===== src/rtl/delay_line_pkg.sv =====
// delay_line_pkg: FSM encoding and SRAM strobe idle levels for delay_line_sram
package delay_line_pkg;
  typedef enum logic [2:0] {
    S_IDLE, S_CLEAR, S_WR_SETUP, S_WR_PULSE, S_WR_HOLD, S_RD_SETUP, S_RD_WAIT, S_RD_DONE
  } state_t;
  localparam logic CE_N_IDLE = 1'b0;
  localparam logic OE_N_IDLE = 1'b1;
  localparam logic WE_N_IDLE = 1'b1;
  localparam logic BE_N_IDLE = 1'b0;
endpackage


===== src/rtl/sram_phy_ctrl.sv =====
// sram_phy_ctrl: registers SRAM address/data/strobes to the pins and captures read data
module sram_phy_ctrl
  import delay_line_pkg::*;
#(
  parameter int DW = 16,
  parameter int AW = 18,
  parameter logic [AW-1:0] RST_ADDR = '0
) (
  input  logic          clk,
  input  logic          rst,
  input  logic          ld,
  input  logic [AW-1:0] addr_d,
  input  logic [DW-1:0] dq_d,
  input  logic          dq_oe_d,
  input  logic          oe_n_d,
  input  logic          we_n_d,
  input  logic          cap,
  input  logic          finish_d,
  input  logic [DW-1:0] sram_dq_in,
  output logic [AW-1:0] sram_addr,
  output logic [DW-1:0] sram_dq_out,
  output logic          sram_dq_oe,
  output logic          sram_ce_n,
  output logic          sram_oe_n,
  output logic          sram_we_n,
  output logic          sram_ub_n,
  output logic          sram_lb_n,
  output logic [DW-1:0] data_out,
  output logic          read_finish
);
  assign sram_ce_n = CE_N_IDLE;
  assign sram_ub_n = BE_N_IDLE;
  assign sram_lb_n = BE_N_IDLE;
  always_ff @(posedge clk) begin
    if (!rst) begin
      sram_addr   <= RST_ADDR;
      sram_dq_out <= '0;
      sram_dq_oe  <= 1'b0;
      sram_oe_n   <= OE_N_IDLE;
      sram_we_n   <= WE_N_IDLE;
      data_out    <= '0;
      read_finish <= 1'b0;
    end else begin
      if (ld) begin
        sram_addr   <= addr_d;
        sram_dq_out <= dq_d;
      end
      sram_dq_oe  <= dq_oe_d;
      sram_oe_n   <= oe_n_d;
      sram_we_n   <= we_n_d;
      if (cap) data_out <= sram_dq_in;
      read_finish <= finish_d;
    end
  end
endmodule


===== src/rtl/delay_line_sram.sv =====
// delay_line_sram: circular audio delay line in external async SRAM serving delayed-sample reads.
// Define DELAY_LINE_CLEAR_EN to zero the whole buffer after reset before accepting traffic.
module delay_line_sram
  import delay_line_pkg::*;
#(
  parameter int DATA_WIDTH = 16,
  parameter int ADDR_WIDTH = 13,
  parameter int BUF_AW     = 13,
  parameter int SRAM_AW    = 18,
  parameter int BASE_ADDR  = 0,
  parameter int ACC_CYC    = 2
) (
  input  logic                  clk,
  input  logic                  rst,
  input  logic                  sample_valid,
  input  logic [DATA_WIDTH-1:0] sample_in,
  input  logic                  sram_rd,
  input  logic [ADDR_WIDTH-1:0] sram_offset,
  output logic [DATA_WIDTH-1:0] sram_data_in,
  output logic                  sram_read_finish,
  output logic                  ready,
  output logic                  overrun,
  output logic [SRAM_AW-1:0]    sram_addr,
  output logic [DATA_WIDTH-1:0] sram_dq_out,
  input  logic [DATA_WIDTH-1:0] sram_dq_in,
  output logic                  sram_dq_oe,
  output logic                  sram_ce_n,
  output logic                  sram_oe_n,
  output logic                  sram_we_n,
  output logic                  sram_ub_n,
  output logic                  sram_lb_n
);
  localparam logic [7:0] ACC_LAST = 8'(ACC_CYC - 1);
  state_t state, state_n;
  logic [7:0] cnt;
  logic [BUF_AW-1:0] wr_ptr, wr_ptr_n, d_q, slot;
  logic [DATA_WIDTH-1:0] sample_q;
  logic wr_pend, rd_pend, clr, last, ld;
`ifdef DELAY_LINE_CLEAR_EN
  localparam state_t RST_STATE = S_CLEAR;
  always_ff @(posedge clk) begin
    if (!rst) clr <= 1'b1;
    else if (state == S_WR_HOLD && wr_ptr == '1) clr <= 1'b0;
  end
`else
  localparam state_t RST_STATE = S_IDLE;
  assign clr = 1'b0;
`endif
  assign last  = cnt == ACC_LAST;
  assign ready = !clr;
  always_comb begin
    state_n = state;
    case (state)
      S_IDLE:     state_n = wr_pend ? S_WR_SETUP : rd_pend ? S_RD_SETUP : S_IDLE;
      S_CLEAR:    state_n = S_WR_PULSE;
      S_WR_SETUP: state_n = S_WR_PULSE;
      S_WR_PULSE: state_n = last ? S_WR_HOLD : S_WR_PULSE;
      S_WR_HOLD:  state_n = (clr && wr_ptr != '1) ? S_CLEAR : rd_pend ? S_RD_SETUP : S_IDLE;
      S_RD_SETUP: state_n = S_RD_WAIT;
      S_RD_WAIT:  state_n = last ? S_RD_DONE : S_RD_WAIT;
      S_RD_DONE:  state_n = S_IDLE;
      default:    state_n = S_IDLE;
    endcase
  end
  // slot uses the post-update pointer so a write finishing this cycle is visible to the read
  assign wr_ptr_n = (state == S_WR_HOLD) ? wr_ptr + BUF_AW'(1) : wr_ptr;
  assign slot     = (state_n == S_RD_SETUP) ? wr_ptr_n - BUF_AW'(1) - d_q : wr_ptr_n;
  assign ld       = state_n != state && (state_n == S_WR_SETUP || state_n == S_CLEAR || state_n == S_RD_SETUP);
  always_ff @(posedge clk) begin
    if (!rst) begin
      state    <= RST_STATE;
      cnt      <= '0;
      wr_ptr   <= '0;
      wr_pend  <= 1'b0;
      rd_pend  <= 1'b0;
      sample_q <= '0;
      d_q      <= '0;
      overrun  <= 1'b0;
    end else begin
      state   <= state_n;
      cnt     <= (state_n == state) ? cnt + 8'd1 : 8'd0;
      wr_ptr  <= wr_ptr_n;
      wr_pend <= sample_valid | (wr_pend & !(state == S_WR_HOLD && !clr));
      rd_pend <= rd_pend ? state != S_RD_DONE : sram_rd;
      if (sample_valid) sample_q <= sample_in;
      if (sram_rd && !rd_pend) d_q <= BUF_AW'(sram_offset >> 1);
      overrun <= overrun | (sample_valid & wr_pend) | (sram_rd & rd_pend);
    end
  end
  sram_phy_ctrl #(.DW(DATA_WIDTH), .AW(SRAM_AW), .RST_ADDR(SRAM_AW'(BASE_ADDR))) u_phy (
    .clk(clk),
    .rst(rst),
    .ld(ld),
    .addr_d(SRAM_AW'(BASE_ADDR) + SRAM_AW'(slot)),
    .dq_d(clr ? '0 : sample_q),
    .dq_oe_d(state_n == S_CLEAR || state_n == S_WR_SETUP || state_n == S_WR_PULSE),
    .oe_n_d(state_n != S_RD_WAIT),
    .we_n_d(state_n != S_WR_PULSE),
    .cap(state == S_RD_WAIT && state_n == S_RD_DONE),
    .finish_d(state_n == S_RD_DONE),
    .sram_dq_in(sram_dq_in),
    .sram_addr(sram_addr),
    .sram_dq_out(sram_dq_out),
    .sram_dq_oe(sram_dq_oe),
    .sram_ce_n(sram_ce_n),
    .sram_oe_n(sram_oe_n),
    .sram_we_n(sram_we_n),
    .sram_ub_n(sram_ub_n),
    .sram_lb_n(sram_lb_n),
    .data_out(sram_data_in),
    .read_finish(sram_read_finish)
  );
endmodule


===== config.mk =====
export PLATFORM = sky130hd
export DESIGN_NAME = delay_line_sram
export DESIGN_NICKNAME = d
export VERILOG_FILES = /design/src/rtl/delay_line_pkg.sv /design/src/rtl/sram_phy_ctrl.sv /design/src/rtl/delay_line_sram.sv
export SDC_FILE = /design/constraint.sdc
export NUM_CORES = 1
export LEC_CHECK = 0
export CAP_MARGIN = 20
export CELL_PAD_IN_SITES_DETAIL_PLACEMENT = 1
export CELL_PAD_IN_SITES_GLOBAL_PLACEMENT = 2
export CORE_MARGIN = 4
export CORE_UTILIZATION = 29
export CTS_BUF_LIST = sky130_fd_sc_hd__clkbuf_16
export CTS_CLUSTER_SIZE = 20
export DETAILED_ROUTE_END_ITERATION = 10
export PLACE_DENSITY = 0.91
export SLEW_MARGIN = 20
export SYNTH_ARGS = -nofsm -noshare
export SYNTH_HDL_FRONTEND = slang
export SYNTH_SLANG_ARGS = --single-unit

===== constraint.sdc =====
create_clock -name clk -period 3 [get_ports clk]
set_input_delay 0.75 -clock clk [delete_from_list [all_inputs] [get_ports clk]]
set_output_delay 0.75 -clock clk [all_outputs]
set_load 0.005 [all_outputs]

==> flow_metrics.env <==
export IMPL_grt_overflow_total=0
export IMPL_wirelength_mm=13.7
export IMPL_cts_tree="done"
export IMPL_cts_made_buffers=9
export IMPL_placed_area_mm2=0.00595
export IMPL_core_area_mm2=0.0159
export IMPL_path_cells="nor2_1 -> nand2_2 -> xnor2_1 -> ha_1 -> fa_1 -> a211o_1 -> a211oi_1 -> o21ai_1 -> a31oi_2 -> xor2_1 -> o31ai_1"
export IMPL_dp_slack_ps=79.3
export IMPL_setup_viol=0
export IMPL_crit_fanout=4
export IMPL_grt_util_met3_pct=3.49
export IMPL_grt_use_met1_pct=18.5
export IMPL_min_to="u_phy.sram_dq_out[8]$_SDFFE_PN0P_"
export IMPL_power_leakage_nw=2.46
export IMPL_min_from="u_phy.sram_dq_out[8]$_SDFFE_PN0P_"
export IMPL_firstDrtPassIters=4
export IMPL_avgSynthCellArea_um2=8.56
export IMPL_min_period_ps=2840
export IMPL_slew_violations=0
export IMPL_p_per_area_mw_per_mm2=620
export IMPL_stdcell_area_mm2=0.00626
export IMPL_worstReg2RegEnd="u_phy.sram_addr[12]$_SDFFE_PN0P_"
export IMPL_io_buffers=97
export IMPL_use_met2_pct=25.8
export IMPL_ys_ff_latch=104
export IMPL_grt_pass1_vias=4394
export IMPL_hold_path_class="register to register"
export IMPL_path_clk_slew_ps=80
export IMPL_cts_hold_buf=0
export IMPL_place_gp_congestion=0.922
export IMPL_syn2layout_area_growth_pct=32.1
export IMPL_vias_per_cell=4.71
export IMPL_grt_pass1_wl_mm=22.2
export IMPL_grt_busiest_layer="met2"
export IMPL_io_pins=108
export IMPL_dpl_cell_count=856
export IMPL_cp_num_buf_inv=0
export IMPL_ys_seq_area_share_pct=44.0
export IMPL_synth_distinct_cells=57
export IMPL_ys_flop_type="dfxtp_1"
export IMPL_max_slew_margin_pct=56.4
export IMPL_ir_drop_mv=0.217
export IMPL_track_usage_pct=15.2
export IMPL_clock_tree_buffer_depth=2
export IMPL_slowest_delay_ps=410
export IMPL_rows=46
export IMPL_antenna_found_initial=0
export IMPL_crit_path_start_kind="register"
export IMPL_crit_type="register to register"
export IMPL_ys_warn_count=0
export IMPL_synthAdderAreaFrac_pct=4.39
export IMPL_drtIter0Drc=129
export IMPL_antenna_left=0
export IMPL_synth_top_family_by_area="simple AND/OR/NAND/NOR gates"
export IMPL_reg2reg_depth=11
export IMPL_die_w_um=136
export IMPL_drc=0
export IMPL_reg2reg_slack_ps=160
export IMPL_slowest_stage="fa_1"
export IMPL_finalClockSkew_ps=9.37
export IMPL_setup_tns_ps=0
export IMPL_instances_no_fill=872
export IMPL_final_layout_size_suffix_gt1_share_pct=8.69
export IMPL_hold_violations=0
export IMPL_start_util_pct=29.7
export IMPL_synth_compound_area_share_pct=14.8
export IMPL_grt_start_max_net_pins=74
export IMPL_finalNetCount=716
export IMPL_root_buffer="clkbuf_16"
export IMPL_timing_hold_ws_ps=457
export IMPL_dpl_hpwl_mm=10.1
export IMPL_diodes=0
export IMPL_syn_cell_area_mm2=0.00473
export IMPL_ctsHtreeMaxLevel=3
export IMPL_worst_slew_pin_slew_ps=652
export IMPL_status="completed"
export IMPL_cp_arrival_ps=3080
export IMPL_required_ps=3240
export IMPL_end_kind="register"
export IMPL_synthArstFlopShare_pct=0
export IMPL_synth_xor_xnor_area_share_pct=5.47
export IMPL_clk_latency_ps=350
export IMPL_cap_viol_max_count=0
export IMPL_synthSimpleGateAreaFrac_pct=20.0
export IMPL_post_drt_wl_per_cell_um=15.7
export IMPL_synth_cells=553
export IMPL_synthMuxAreaShare_pct=4.86
export IMPL_r2r_start="state[1]$_SDFF_PN0_"
export IMPL_die_h_um=136
export IMPL_dieArea_mm2=0.0184
export IMPL_synth_edf_count=0
export IMPL_via_count=4106
export IMPL_cts_sinks=104
export IMPL_period_share_pct=94.7
export IMPL_max_freq_mhz=352
export IMPL_min_path_cells=2
export IMPL_critical_path_top_delay_family="compound AO/OA/AOI/OAI gates"
export IMPL_finalWorstSetupSlack_ps=158
## worst reg2reg max path: cells and delay by family, from the launching register on
kind	cells	cell delay (ps)
simple gates	2	380
xor+xnor	2	360
compound gates	5	1020
fa+ha+maj	2	640
flops	1	330
## power by group
| group | internal (mW) | total, mW | switching, mW |
|---|---|---|---|
| logic | 0.545 | 1.15 | 0.609 |
| registers | 1.51 | 1.60 | 0.0886 |
| clock network | 0.571 | 1.13 | 0.557 |
## worst max path at each step
stage / endpoint / slack (ps) / start / depth (start not counted)
final: u_phy.sram_addr[12]$_SDFFE_PN0P_ / 160 / state[1]$_SDFF_PN0_ / 11
after global routing: u_phy.sram_addr[12]$_SDFFE_PN0P_ / -10 / state[1]$_SDFF_PN0_ / 11
after CTS: u_phy.sram_addr[12]$_SDFFE_PN0P_ / 70 / state[1]$_SDFF_PN0_ / 11
after detailed placement: u_phy.sram_addr[12]$_SDFFE_PN0P_ / 80 / state[1]$_SDFF_PN0_ / 11
after global placement: u_phy.sram_addr[12]$_SDFFE_PN0P_ / 250 / state[1]$_SDFF_PN0_ / 11
after floorplan: u_phy.sram_addr[12]$_SDFFE_PN0P_ / 410 / state[2]$_SDFF_PN0_ / 11
## layout make-up
type                            instances  area (um2)
Multi-Input combinational cell        396        2400
Clock buffer                            9         225
Clock inverter                          7        53.8
Tap cell                              216         270
Fill cell                            1869        9690
Sequential cell                       104        2080
Timing Repair Buffer                  118        1140
Inverter                               22        82.6
## Yosys cell counts (3+ instances only)
cell type  number  share of area, %
a31oi_1         4              0.53
buf_4          11               1.7
buf_6           3              0.71
and3_1          7              0.92
clkbuf_1       14               1.1
nor3_1          3              0.32
a211oi_1        5              0.79
o22ai_1         7              0.92
mux2i_1        23               4.9
dfxtp_1       104                44
nor2b_1         4              0.53
and2_1         11               1.5
inv_1          22               1.7
nand4_1         3              0.40
o21a_1          3              0.48
nor2_1         46               3.6
xor2_1         14               2.6
buf_2           9              0.95
nand3_1        11               1.2
ha_1           15               4.0
xnor2_1        10               1.8
a21o_1          5              0.79
o21ai_0        17               1.8
nand2_1       100               7.9
nand2b_1        5              0.66
a21oi_1        59               6.2
## cell usage in the layout (no fill, tap or decap), drive strengths merged, types with 2 or more instances in the layout
cell type      synthesis  layout
a21o                   5       5
o22ai                  7       7
buf                   24      21
nand2                100     100
inv                   22      25
mux2i                 23      23
a211oi                 5       5
nand4                  3       3
o211ai                 3       3
nand3                 12      12
o21a                   3       3
ha                    15      15
conb                   2       9
a211o                  2       2
and2                  12      12
clkbuf                14       9
o21ai                 18      18
nor3                   3       3
a31oi                  4       4
dfxtp                104     104
xnor2                 12      12
nand2b                 5       5
and4                   2       2
and3                   9       9
nor2                  48      48
nor2b                  4       4
clkdlybuf4s50          0      97
clkinvlp               0       3
xor2                  15      15
or2                    3       3
a21oi                 59      59
nor3b                  2       2
a221oi                 2       2
## cells by family (layout without fill, tap and decap cells)
kind of cell    Yosys count  count (layout)
simple gates            205             205
compound gates          116             116
flops                   104             104
buf+inv                  60             156
xor+xnor                 27              27
mux                      23              23
fa+ha+maj                16              16
other cells               2               9
## flip-flops by register name, summed over array words and instances (netlist names), 3 cells and up
register           flops
sample_q              16
u_phy.data_out        16
u_phy.sram_dq_out     16
u_phy.sram_addr       13
wr_ptr                13
d_q                   12
cnt                    8
state                  3
## through the flow
step	power [mW]	util (%)
finish	3.88	39.2
global route	4.13	39.2
CTS	3.92	39.1
detailed placement	2.78	37.3
global placement	2.73	37.3
floorplan	2.34	-
## routing by layer
metal | wire length [um] | share of wire [%]
met1 | 6130 | 45
met2 | 6640 | 49
met3 | 552 | 4.0
met4 | 327 | 2.4
met5 | 0 | 0
## timing repair
item	4_1_cts	5_1_grt
setup buffers	0	0
endpoints found under the setup margin	0	3
gates resized for setup	0	6
endpoints found under the hold margin	0	0
Note: power is estimated with default switching activity, not from simulation.
==> RTL edit 1 (same flow settings) <==
The 8 states of `state_t` get a one-hot encoding in 8 bits.
--- a/src/rtl/delay_line_pkg.sv
+++ b/src/rtl/delay_line_pkg.sv
@@ -1,6 +1,6 @@
 // delay_line_pkg: FSM encoding and SRAM strobe idle levels for delay_line_sram
 package delay_line_pkg;
-  typedef enum logic [2:0] {
-    S_IDLE, S_CLEAR, S_WR_SETUP, S_WR_PULSE, S_WR_HOLD, S_RD_SETUP, S_RD_WAIT, S_RD_DONE
+  typedef enum logic [7:0] {
+    S_IDLE = 8'b00000001, S_CLEAR = 8'b00000010, S_WR_SETUP = 8'b00000100, S_WR_PULSE = 8'b00001000, S_WR_HOLD = 8'b00010000, S_RD_SETUP = 8'b00100000, S_RD_WAIT = 8'b01000000, S_RD_DONE = 8'b10000000
   } state_t;
   localparam logic CE_N_IDLE = 1'b0;
Function: no difference found for any inputs over 10 cycles, from zero or initial values and one cycle with rst low; not proved beyond that.
==> RTL edit 1 against the unedited design <==
- synthesized area increased by 3.6%
- die area increased by 3.3%
- sequential cell count increased by 4
- non-clock buffer count up 16
- core utilization rose by 1.4 points
- clock skew fell by 0.0018 ns
- critical path depth did not move
- worst setup slack lost 0.070 ns
- cell area increased by 7.6%
- cell count rose by 3.3%
- worst hold slack is essentially flat
- wire length is 8.2% higher
- largest cell class unchanged
Power is not compared: it rests on default switching activity, and its combinational part moved more than twofold at a synthesized area within 25%.
==> RTL edit 1: results (changes against the unedited design) <==
- Largest net degree at the start of global routing: 64 (was 74)
- M1 GR Usage: 0.167 (was 0.185)
- GRT Resource Usage Total: 0.149 (was 0.152)
- DRT Wirelength: 14800 um (was 13700 um)
- Mux cell area share after synthesis: 0.0755 (was 0.0486)
- Placer Congestion: 0.866 (was 0.922)
- Worst slew pin tran: 0.921 ns (was 0.652 ns)
- Adder-cell share of the synthesized area: 0.0424 (was 0.0439)
- Reg2reg start: state[3] (was state[1])
- Synth cell types: 52 (was 57)
- Met3 WL post-DR: 528 um (was 552 um)
- Compound-Gate Fraction of Synth Area: 0.130 (was 0.148)
- # fillers: 1939 (was 1869)
- Ranking of synthesized cells by area: dfxtp_1, mux2i_1, nand2_1 (was dfxtp_1, nand2_1, a21oi_1)
- Min-delay src: sample_q[6] (was u_phy.sram_dq_out[8])
- GRT met3 Usage: 0.0307 (was 0.0349)
- Worst Path Max Fanout: 5 (was 4)
- Post-synthesis area per instance: 8.68 um2 (was 8.56 um2)
- Wl on met1: 6050 um (was 6130 um)
- Met2 wire length: 7860 um (was 6640 um)
- Crit path time final: 2.91 ns (was 2.84 ns)
- Setup Fix Bufs, Post-CTS: 1 (was 0)
- Outcome: finished clean (unchanged)
- Share of cells above drive strength 1: 0.140 (was 0.0869)
- Post-Place Cells: 876 (was 856)
- First-pass GRT wire length: 23500 um (was 22200 um)
- Tot Pwr: between 3 and 4 mW
- Top cells by count, synth: dfxtp_1, nand2_1, nor2_1 (was dfxtp_1, nand2_1, a21oi_1)
- CTS resizes: 6 (was 0)
- Hold path endpoint: u_phy.sram_dq_out[6] (was u_phy.sram_dq_out[8])
- Dpl ws: -0.0983 ns (was 0.0793 ns)
- M2 GR Usage: 0.271 (was 0.258)
- Critical path's largest stage delay: 0.53 ns (was 0.41 ns)
- Via count: 4360 (was 4106)
- Post-Synth XOR/XNOR Area: 0.0531 (was 0.0547)
- Placed wire-length estimate: 10400 um (was 10100 um)
- Top cell type's share of synthesized area: 0.441 (was 0.440)
- CP max-delay cell: or4_4 (was fa_1)
- First DRT Iteration DRCs: 131 (was 129)
- Family with the most delay on the worst path: simple AND/OR/NAND/NOR gates (was compound AO/OA/AOI/OAI gates)
- Worst R2R End: u_phy.sram_addr[10] (was u_phy.sram_addr[12])
- Vias per inst: 4.84 (was 4.71)
- R2R setup slack: 0.09 ns (was 0.16 ns)
[RTL edit 1: changes by cell type in the layout (fill, tap and decap cells not counted), moves of 4 or more]
cell      change
nand2_1      -23
buf_4        +17
nor2_1       +15
a21oi_1      -13
mux2i_1      +13
ha_1          -7
o22ai_1       -7
xor2_1        -5
a211oi_2      +4
ha_2          +4
inv_1         -4
nor3b_1       +4
o211ai_1      +4
[RTL edit 1: cell type report]
class                           instances  area share
Clock buffer                            9      0.0334
Timing Repair Buffer                  134       0.185
Inverter                               19      0.0106
Multi-Input combinational cell        404       0.397
Tap cell                              220      0.0409
Sequential cell                       108       0.321
Clock inverter                          7      0.0119
[RTL edit 1: metrics by stage]
step | utilization | instance area, um2 | TNS [ns] | hold slack, ns
floorplan | - | 4930 | 0 | 0.431
global placement | 0.373 | 6180 | 0 | 0.435
detailed placement | 0.373 | 6180 | -0.156 | 0.449
CTS | 0.393 | 6520 | 0 | 0.460
global route | 0.406 | 6730 | -0.154 | 0.477
finish | 0.406 | 6730 | 0 | 0.457
==> RTL edit 2 (same flow settings) <==
Without the edit above. Set the parameter `SRAM_AW` to 9 (it was 18).
--- a/src/rtl/delay_line_sram.sv
+++ b/src/rtl/delay_line_sram.sv
@@ -7,5 +7,5 @@
   parameter int ADDR_WIDTH = 13,
   parameter int BUF_AW     = 13,
-  parameter int SRAM_AW    = 18,
+  parameter int SRAM_AW    = 9,
   parameter int BASE_ADDR  = 0,
   parameter int ACC_CYC    = 2
Interface: changed (resized sram_addr); port bits go from 108 to 99. No check against the original RTL was run, so the function may have changed too.
==> RTL edit 2 against the unedited design <==
- synthesized area down 13%
- total power is 4.4% lower
- wire length fell by 20%
- sequential cell count decreased by 11
- fmax shrank 0.49%
- worst setup slack worse by 0.014 ns
- cell area fell by 13%
- die area decreased by 13%
- sequential power is 9% lower
- critical endpoint is now u_phy.sram_addr[8]
- highest routed layer unchanged
==> RTL edit 2: results (changes against the unedited design) <==
- Placer Congestion: 0.800 (was 0.922)
- Hold Vio Cnt, Final: 0 (unchanged)
- Clk slew on worst S/H paths: 0.07 ns
- Grt total ovfl: 0 (unchanged)
- Leak pwr: 2.27 nW (was 2.46 nW)
- Min-Delay Path Class: flip-flop to flip-flop (unchanged)
- Crit path DAT: 3.13 ns (was 3.08 ns)
- Port Buf Inserts: 90 (was 97)
- Peak VDD IR: 0.227 mV (was 0.217 mV)
- Async set or reset register ratio after synthesis: 0 (unchanged)
- M2 GR Usage: 0.238 (was 0.258)
- Post-Place Cells: 709 (was 856)
- First DRT Iteration DRCs: 104 (was 129)
- Vias in the first global route: 3666 (was 4394)
- Outcome: finished clean (unchanged)
- H-tree depth: 3 (unchanged)
- Critical path's largest stage delay: 0.46 ns (was 0.41 ns)
- Ranking of synthesized cells by area: dfxtp_1, mux2i_1, nand2_1 (was dfxtp_1, nand2_1, a21oi_1)
- # fillers: 1634 (was 1869)
- Nets: 601 (was 716)
- Via count: 3411 (was 4106)
- Placed wire-length estimate: 8030 um (was 10100 um)
- Post-route insts no fill: 725 (was 872)
- Post-synthesis area per instance: 9.05 um2 (was 8.56 um2)
- Share of cells above drive strength 1: 0.0734 (was 0.0869)
- Relative slew slack: 0.575 (was 0.564)
- GRT met3 Usage: 0.0295 (was 0.0349)
- Worst clock skew: 0.00786 ns (was 0.00937 ns)
- First-pass GRT wire length: 18000 um (was 22200 um)
- Sequential share of the synthesized area: 0.454 (was 0.440)
- Hold Slack: 0.455 ns (was 0.457 ns)
- GRT Resource Usage Total: 0.138 (was 0.152)
- Synth cell types: 61 (was 57)
- WL per Instance: 15.0 um (was 15.7 um)
- M1 GR Usage: 0.166 (was 0.185)
- Worst-Skew Late Latency: 0.34 ns
- Top cells by count, synth: dfxtp_1, nand2_1, nor2_1 (was dfxtp_1, nand2_1, a21oi_1)
- Cts bufs inserted: 9 (unchanged)
- CTS resizes: 0 (unchanged)
- Largest net degree at the start of global routing: 26 (was 74)
[RTL edit 2: cell types whose count changed in the layout (fill, tap and decap cells not counted), sizes merged, moves of 9 or more]
cell / before / now
nand2: 100 / 64
mux2i: 23 / 34
o21ai: 18 / 9
buf: 21 / 12
dfxtp: 104 / 93
a21oi: 59 / 38
[RTL edit 2: final cells by class]
cell class	count	share of cell area
multi-input combinational	317	0.375
sequential	93	0.341
timing repair buffer	102	0.182
clock buffer	9	0.0413
tap	180	0.0413
inverter	17	0.0117
clock inverter	7	0.00779
[RTL edit 2: stage by stage]
step	utilization	TNS, ns	worst slack [ns]	cell area [um2]
final	0.393	0	0.144	5460
after global routing	0.393	-0.00162	-0.00162	5460
after global placement	0.372	0	0.128	5170
after detailed placement	0.372	0	0.0528	5170
after floorplan	-	0	0.307	4110
after CTS	0.392	0	0.00791	5440
[RTL edit 2: metal layers]
layer  share of wire  wire (um)
met5               0          0
met4           0.019        204
met3           0.043        472
met2            0.49       5390
met1            0.44       4830
[RTL edit 2: worst paths after layout]
kind,startpoint,end,cells after the start
setup / recovery,state[0],u_phy.sram_addr[8],9
hold / removal,sample_q[15],u_phy.sram_dq_out[15],2
setup reg to reg,state[0],u_phy.sram_addr[8],9
hold reg to reg,sample_q[15],u_phy.sram_dq_out[15],2
[RTL edit 2: where the power goes]
group,internal [mW],total [mW],leakage (nW),switching [mW]
Sequential,1.37,1.46,0.758,0.0839
Clock,0.558,1.06,0.138,0.501
Combinational,0.557,1.19,1.38,0.634
Total,2.49,3.71,2.27,1.22
[RTL edit 2: cell families after synthesis]
| logic type | Yosys count | share of synthesized area |
|---|---|---|
| XOR/XNOR | 20 | 0.0507 |
| multiplexers | 34 | 0.0830 |
| AND/OR/NAND/NOR | 174 | 0.206 |
| adder cells (fa/ha/maj) | 12 | 0.0384 |
| buffers and inverters | 45 | 0.0534 |
| flip-flops | 93 | 0.454 |
| AO/OA/AOI/OAI | 73 | 0.113 |
| other | 2 | 0.00183 |
[RTL edit 2: worst max-delay path, delay by kind of cell (launching register included)]
kind	cells	cell delay, ns
AO/OA/AOI/OAI	4	0.85
AND/OR/NAND/NOR	2	0.76
adder cells (fa/ha/maj)	1	0.46
flip-flops	1	0.32
multiplexers	1	0.27
buffers and inverters	1	0.12
